### src/rtl/mult_div_sequencer_pkg.sv
// Shared definitions for the multiply/divide sequencer: ALU opcodes,
// multiply/divide operation select and FSM state encodings.
package mult_div_sequencer_pkg;

    // ALU opcodes understood by the shared execute-stage ALU
    localparam logic [3:0] ALU_AND = 4'b0000;
    localparam logic [3:0] ALU_OR  = 4'b0001;
    localparam logic [3:0] ALU_XOR = 4'b0010;
    localparam logic [3:0] ALU_ADD = 4'b0011;
    localparam logic [3:0] ALU_SUB = 4'b0100;
    localparam logic [3:0] ALU_SLT = 4'b0101;
    localparam logic [3:0] ALU_SLL = 4'b0110;

    // Operation select on op_i
    localparam logic MD_MULTU = 1'b0;
    localparam logic MD_DIVU  = 1'b1;

    // Sequencer states
    typedef enum logic [1:0] {
        ST_IDLE = 2'b00,
        ST_CALC = 2'b01,
        ST_DONE = 2'b10
    } md_state_e;

endpackage

### src/rtl/mult_div_sequencer.sv
// Multi-cycle MULTU/DIVU sequencer. Borrows the shared ALU for 32 radix-2
// iterations (ADD for shift-add multiply, SUB for restoring divide) and
// holds the architectural HI/LO registers.
module mult_div_sequencer
    import mult_div_sequencer_pkg::*;
#(
    parameter int DATA_W = 32,
    parameter int CNT_W  = 6
) (
    input  logic              clk,
    input  logic              reset,
    input  logic              start_i,
    input  logic              op_i,
    input  logic [DATA_W-1:0] rs_data_i,
    input  logic [DATA_W-1:0] rt_data_i,
    output logic              busy_o,
    output logic              done_o,
    output logic [DATA_W-1:0] hi_o,
    output logic [DATA_W-1:0] lo_o,
    output logic              alu_sel_o,
    output logic [3:0]        alu_op_o,
    output logic [DATA_W-1:0] alu_a_o,
    output logic [DATA_W-1:0] alu_b_o,
    input  logic [DATA_W-1:0] alu_result_i
);

    localparam logic [CNT_W-1:0] LAST_ITER = CNT_W'(DATA_W - 1);

    md_state_e         state_q, state_d;
    logic [DATA_W-1:0] acc_q, acc_d;
    logic [DATA_W-1:0] q_q, q_d;
    logic [DATA_W-1:0] m_q, m_d;
    logic [CNT_W-1:0]  cnt_q, cnt_d;
    logic              op_q, op_d;
    logic [DATA_W-1:0] hi_q, hi_d;
    logic [DATA_W-1:0] lo_q, lo_d;

    logic [DATA_W-1:0] alu_a_s;
    logic [DATA_W-1:0] alu_b_s;
    logic [3:0]        alu_op_s;
    logic              mul_c_s;
    logic              div_ge_s;

    // Next-state, iteration datapath and ALU request
    always_comb begin
        state_d  = state_q;
        acc_d    = acc_q;
        q_d      = q_q;
        m_d      = m_q;
        cnt_d    = cnt_q;
        op_d     = op_q;
        hi_d     = hi_q;
        lo_d     = lo_q;
        alu_op_s = ALU_ADD;
        alu_a_s  = {DATA_W{1'b0}};
        alu_b_s  = {DATA_W{1'b0}};
        mul_c_s  = 1'b0;
        div_ge_s = 1'b0;

        case (state_q)
            ST_IDLE, ST_DONE: begin
                if (start_i) begin
                    // Fresh operands; HI/LO keep their old value until commit
                    acc_d   = {DATA_W{1'b0}};
                    q_d     = rs_data_i;
                    m_d     = rt_data_i;
                    cnt_d   = {CNT_W{1'b0}};
                    op_d    = op_i;
                    state_d = ST_CALC;
                end else begin
                    state_d = ST_IDLE;
                end
            end
            ST_CALC: begin
                if (op_q == MD_MULTU) begin
                    // Add multiplicand when the current multiplier bit is set,
                    // then shift {carry, sum, q} right by one
                    alu_op_s = ALU_ADD;
                    alu_a_s  = acc_q;
                    alu_b_s  = q_q[0] ? m_q : {DATA_W{1'b0}};
                    mul_c_s  = (alu_result_i < acc_q);
                    acc_d    = {mul_c_s, alu_result_i[DATA_W-1:1]};
                    q_d      = {alu_result_i[0], q_q[DATA_W-1:1]};
                end else begin
                    // Shift remainder left, trial-subtract divisor; the
                    // bit shifted out of acc is the 33rd bit of the trial
                    alu_op_s = ALU_SUB;
                    alu_a_s  = {acc_q[DATA_W-2:0], q_q[DATA_W-1]};
                    alu_b_s  = m_q;
                    div_ge_s = acc_q[DATA_W-1] | (alu_a_s >= m_q);
                    acc_d    = div_ge_s ? alu_result_i : alu_a_s;
                    q_d      = {q_q[DATA_W-2:0], div_ge_s};
                end
                cnt_d = cnt_q + {{(CNT_W-1){1'b0}}, 1'b1};
                if (cnt_q == LAST_ITER) begin
                    hi_d    = acc_d;
                    lo_d    = q_d;
                    state_d = ST_DONE;
                end else begin
                    state_d = ST_CALC;
                end
            end
            default: begin
                state_d = ST_IDLE;
            end
        endcase
    end

    // State and datapath registers; reset aborts any operation in flight
    always_ff @(posedge clk or negedge reset) begin
        if (!reset) begin
            state_q <= ST_IDLE;
            acc_q   <= {DATA_W{1'b0}};
            q_q     <= {DATA_W{1'b0}};
            m_q     <= {DATA_W{1'b0}};
            cnt_q   <= {CNT_W{1'b0}};
            op_q    <= MD_MULTU;
            hi_q    <= {DATA_W{1'b0}};
            lo_q    <= {DATA_W{1'b0}};
        end else begin
            state_q <= state_d;
            acc_q   <= acc_d;
            q_q     <= q_d;
            m_q     <= m_d;
            cnt_q   <= cnt_d;
            op_q    <= op_d;
            hi_q    <= hi_d;
            lo_q    <= lo_d;
        end
    end

    assign busy_o    = (state_q == ST_CALC);
    assign done_o    = (state_q == ST_DONE);
    assign alu_sel_o = busy_o;
    assign alu_op_o  = alu_op_s;
    assign alu_a_o   = alu_a_s;
    assign alu_b_o   = alu_b_s;
    assign hi_o      = hi_q;
    assign lo_o      = lo_q;

endmodule

### config.mk
export PLATFORM = sky130hd
export DESIGN_NAME = mult_div_sequencer
export DESIGN_NICKNAME = d
export VERILOG_FILES = /design/src/rtl/mult_div_sequencer_pkg.sv /design/src/rtl/mult_div_sequencer.sv
export SDC_FILE = /design/constraint.sdc
export NUM_CORES = 1
export LEC_CHECK = 0
export BUFFER_PORTS_ARGS = -buffer_cell sky130_fd_sc_hd__buf_2
export CAP_MARGIN = 20
export CORE_MARGIN = 3
export CORE_UTILIZATION = 56
export CTS_BUF_LIST = sky130_fd_sc_hd__clkbuf_8
export DETAILED_ROUTE_END_ITERATION = 7
export GPL_TIMING_DRIVEN = 0
export PLACE_DENSITY = 0.83
export SLEW_MARGIN = 30
export SYNTH_ARGS = -nofsm -noshare
export SYNTH_HDL_FRONTEND = slang
export SYNTH_SLANG_ARGS = --single-unit
### constraint.sdc
create_clock -name clk -period 3.19 [get_ports clk]
set_input_delay 0.638 -clock clk [delete_from_list [all_inputs] [get_ports clk]]
set_output_delay 0.638 -clock clk [all_outputs]
set_load 0.02 [all_outputs]
# After elaboration in Yosys (flattened, before gate mapping)
# Index checks and enable logic that the tools add are counted.
# word_totals
input_bits	100
wordCells	41
out_inout_bits	135
regBits	169
# classes
n_reduce_logical	6
n_lt_le_gt_ge	2
bitwise	1
n_eq_ne	4
add_sub_neg	1
n_mux	19
# ops
cell	count
$mux W32	10
$pmux W32 S2	2
$ge A32 B32 Y1	1
$lt A32 B32 Y1	1
$pmux W6 S2	1
$add A6 B1 Y6 const B	1
$eq A6 B5 Y1 const B	1
$mux W3	2
$mux W6	1
$reduce_and A2 Y1	3
$pmux W2 S2	1
$eq A2 B1 Y1 const B	1
$eq A2 B2 Y1 const B	1
$logic_not A2 Y1	1
$mux W2	1
$ne A2 B2 Y1 const B	1
$reduce_bool A2 Y1	1
$reduce_or A2 Y1	1
$mux W1	1
$or A1 B1 Y1	1

# Longest topological paths before layout
# depth
ltp_word	5
depth_mapped	10
ltp_nobuf	9

# Worst setup path after synthesis
# Ideal clock, no wire load.
# synth_path
kind	reg-to-output
start	reg op_q
end	out alu_op_o[1]
stages_incl_launch_ff	7
arrival_time_ns	1.987
path_buffers	4
required_time_ns	2.552
setup_slack_ns	0.565
cell_sequence	dfrtp_1 clkbuf_1 clkbuf_1 buf_1 and2_1 inv_1 buf_4
# synth_via
elab_chain_cells	2
# synth_rtl
element	line	source
start, declared	mult_div_sequencer.sv:34	logic op_q, op_d;
start signal, assigned	mult_div_sequencer.sv:126	op_q <= op_d;
$mux W3	mult_div_sequencer.sv:75	if (op_q == MD_MULTU) begin
$mux W3	mult_div_sequencer.sv:60	case (state_q)
end, declared	mult_div_sequencer.sv:21	output logic [3:0] alu_op_o,
# Every way passes these cells.

# Worst setup path after layout
# layout_path
start	reg op_q
end	out alu_b_o[26]
# layout_via
elab_chain_cells	2
# layout_rtl
element	line	source
$mux W32	mult_div_sequencer.sv:75	
$mux W32	mult_div_sequencer.sv:60	
end, declared	mult_div_sequencer.sv:23	output logic [DATA_W-1:0] alu_b_o,
# Every way passes these cells.

==> metrics.md <==
| Metric | Value |
|---|---|
| Min setup slack post-route | `0.127 ns` |
| Kind of launch point of the worst setup path | `register` |
| Maximum level of the CTS H-tree | `4` |
| Total count of max-transition violations in the final report | `0` |
| Fraction of the yosys area taken by sequential cells | `43.3%` |
| Cell area reported after detailed placement | `around 11,000 sq um` |
| Arrival time at the worst endpoint | `2.43 ns` |
| CTS tree | `yes` |
| Classification of the worst-slack hold path | `input port to async pin` |
| Power, Total | `roughly 0.010 W` |
| Commonest non-fill, non-tap cells in the layout | `buf_2, dfrtp_1, nand2_1, o21ai_0, nor2_1` |
| Max-cap check violation count | `0` |
| Power spent charging and discharging nets | `0.00451 W` |
| Capture point of the worst reg-to-reg path | `hi_o[19]$_DFFE_PN0P_` |
| Detail-routed net length per standard cell | `a little under 20 um` |
| Wire length after detailed routing | `30.3 mm` |
| Area enclosed by the die boundary | `19,100 sq um` |
| Path type of the worst setup path | `register to output pin` |
| Post-synth design cell area | `9760 sq um` |
| Sequential power share | `about a third` |
| Total DRC errors in the routed layout | `0` |
| Transition time at the pin with the least slew margin | `approximately 0.71 ns` |
| Boundary pin count | `235` |
| Cell count after placement | `1,526` |
| Fin crit period | `3.06 ns` |
| Remaining antenna violation count after routing | `0` |
| Area occupied by multi-input gates | `4960 sq um` |
| Die X | `138 um` |
| Height of the die | `138 um` |
| Critical register-to-register path startpoint | `q_q[31]$_DFFE_PN0P_` |
| CTS sink count | `169` |
| CTS max path bufs | `2` |
| Share of synthesized cell area in and, or, nand and nor gates | `15.9%` |
| Gate power share | `49.0%` |
| Register bit total from synthesis | `169` |
| Count of different cell masters after synthesis | `40` |
| Power per standard cell area | `856 nW/um^2` |
| Period utilisation layout | `96.0%` |
| Most common library cell in the layout ignoring fill and taps | `buf_2` |
| Compound-gate portion of the synthesized area | `17.1%` |
| Worst-Skew Late Latency | `around 0.47 ns` |
| Vias per cell | `5.91` |
| Final hold viol count | `0` |
| Sw Ratio | `between 40% and 50%` |
| Global-route wire length before repair | `48.1 mm` |
| Required time of the critical path | `2.55 ns` |
| Nets | `1,491` |
| Synth-to-layout area growth | `20.1%` |
| Cell depth of the worst flop-to-flop path | `10` |
| Post-Syn Instances | `about 1,100` |
| Largest net degree at the start of global routing | `78` |
| Vias in the first global route | `9,153` |
| Unrepaired setup endpoints after global routing | `no` |
| DP Wirelength | `between 20 and 25 mm` |
| Drt initial violations | `616` |
| Multiplexer fraction of the synthesized cell area | `9.65%` |
| Worst relative slew slack | `52.8%` |
| Warnings, synthesis | `0` |
| Iteration count of the initial detailed-routing pass | `6` |
| Port Buffers | `233` |
| Ratio of cells with drive above 1 in the final layout | `22.1%` |
| Internal Power | `between 0.005 and 0.006 W` |
| Post-place setup slack | `0.0759 ns` |
| Total congestion overflow | `0` |
| Total global-route track usage | `a little under a third` |
| Number of standard cells in the layout, taps in and fillers out | `1,562` |
| Area occupied by registers | `about 4200 sq um` |
| Routability Congestion | `0.941` |
| Number of buffers created by CTS | `17` |
| Core Util, Final | `69.7%` |
| Cell type with the highest aggregate area in the netlist | `dfrtp_1` |
| Number of fillers in the final layout | `1,342` |
| Final setup violation count | `0` |
| LEAKAGE | `5.76 nW` |
| Clock transition at path regs | `0.09 ns` |
| Category of the worst setup path capture point | `output pin` |
| Top fanout value on the critical path | `10` |
| Max Clk Rate | `326 MHz` |
| Number of nets produced by synthesis | `~1,200` |
| Leading cell types by total area after synthesis | `dfrtp_1, mux2i_1, ha_1` |
| Final design area excluding fillers | `11,700 sq um` |
| Clock skew after layout | `0.0169 ns` |
| Register-to-register setup slack | `0.15 ns` |
| Avg Synthesized Cell Area | `just over 9 sq um` |
| Clock group share of total power | `16.0%` |
| Number of antenna violations at the first check in global routing | `3` |
| Core Rows | `47` |
| Area share of xor/xnor cells in the synthesized design | `0%` |
| Maximum VDD drop | `422 uV` |
| Fraction of post-synthesis cell area in the top cell type by area | `a little over two fifths` |
| Starting Density | `between 50% and 60%` |
| Adder and majority gate portion of the synthesized area | `under 10%` |
| Vias post-DR | `between 9,000 and 10,000` |
| Core region area | `16,800 sq um` |
| Largest family of logic cells by synthesized area | `compound AO/OA/AOI/OAI gates` |
| Root Buffer Master | `clkbuf_8` |
| Outcome | `completed` |
[cells in the mapped netlist]
cell type    n
dfrtp_1    169
nand2_1    125
nor2_1     107
o21ai_0    106
mux2i_1     93
inv_1       68
ha_1        64
clkbuf_1    56
nor2b_1     39
a22o_1      37
nor3_1      35
a22oi_1     32
o31ai_1     27
a21oi_1     23
nand2b_1    20
a21o_1      13
nand4_1     13
buf_1       10
nand3_1      5
buf_4        3
a2111o_1     2
a31oi_1      2
buf_8        2
o211ai_1     2
o21a_1       2
or4_1        2
a2111oi_0    1
a211oi_1     1
a311o_1      1
a311oi_2     1
a31oi_4      1
and2_1       1
buf_6        1
conb_1       1
inv_2        1
mux2_2       1
nor3b_1      1
o211ai_2     1
o221ai_1     1
o22ai_1      1
[state kept, by name, indices dropped and copies added (netlist names)]
signal / flops
acc_q: 32
cnt_q: 6
hi_o: 32
lo_o: 32
m_q: 32
op_q: 1
q_q: 32
state_q: 2
[power groups by stage]
stage / Sequential [W] / Combinational, W / Clock (W)
6_report: 0.00351 / 0.00492 / 0.00161
5_1_grt: 0.00359 / 0.00538 / 0.00172
3_5_place_dp: 0.00351 / 0.00484 / 0
4_1_cts: 0.00348 / 0.00488 / 0.00162
2_1_floorplan: 0.00352 / 0.00318 / 0
3_3_place_gp: 0.00348 / 0.00466 / 0
[worst max-delay path, stage by stage (launching register included)]
cell	delay (ns)
dfrtp_1	0.38
clkbuf_2	0.22
clkbuf_1	0.26
nor2_2	0.38
clkbuf_1	0.39
nor3_1	0.12
buf_2	0.20
[area by class of cell]
type / instances / area share [%]
Antenna cell: 2 / 0.0427
Buffer: 72 / 2.81
Clock buffer: 22 / 2.58
Clock inverter: 10 / 0.992
Inverter: 69 / 2.21
Multi-Input combinational cell: 761 / 42.3
Sequential cell: 169 / 36.1
Tap cell: 220 / 2.35
Timing Repair Buffer: 237 / 10.6
[worst max-delay path by stage]
| stage | start | depth (start not counted) | endpoint | slack, ns |
|---|---|---|---|---|
| final | op_q$_DFFE_PN0P_ | 6 | alu_b_o[26] | 0.13 |
| after global routing | op_q$_DFFE_PN0P_ | 6 | alu_b_o[12] | 0.04 |
| after CTS | state_q[0]$_DFF_PN0_ | 6 | alu_a_o[19] | 0.03 |
| after detailed placement | op_q$_DFFE_PN0P_ | 6 | alu_a_o[30] | 0.08 |
| after global placement | reset | 1 | lo_o[22]$_DFFE_PN0P_ | -1.16 |
| after floorplan | op_q$_DFFE_PN0P_ | 6 | alu_op_o[1] | 0.57 |
[metal layers]
metal	routed length (um)	global-route usage, %	part of all wire, %
met5	15	0	0.050
met3	2980	9.36	9.8
met1	12100	39.7	40
met2	14100	49.8	47
met4	1070	12.7	3.5
[through the flow]
stage | hold slack (ns) | setup TNS [ns]
floorplan | 0.342 | 0
global placement | 0.459 | -192.42
detailed placement | 0.466 | 0
CTS | 0.0516 | 0
global route | 0.0597 | 0
finish | 0.0595 | 0
[repair_timing]
item / CTS / global route
resized for setup: 12 / 6
gates cloned: 0 / 0
buffers inserted: 0 / 2
hold buffers: 0 / 0
pin swaps: 0 / 1
endpoints found under the setup margin: 38 / 54
[kinds of logic after synthesis]
kind of cell	after synthesis
buffers and inverters	141
AND/OR/NAND/NOR	348
multiplexers	94
other	1
flip-flops	169
adder cells (fa/ha/maj)	64
AO/OA/AOI/OAI	254
Power figures use the tool's default switching activity.
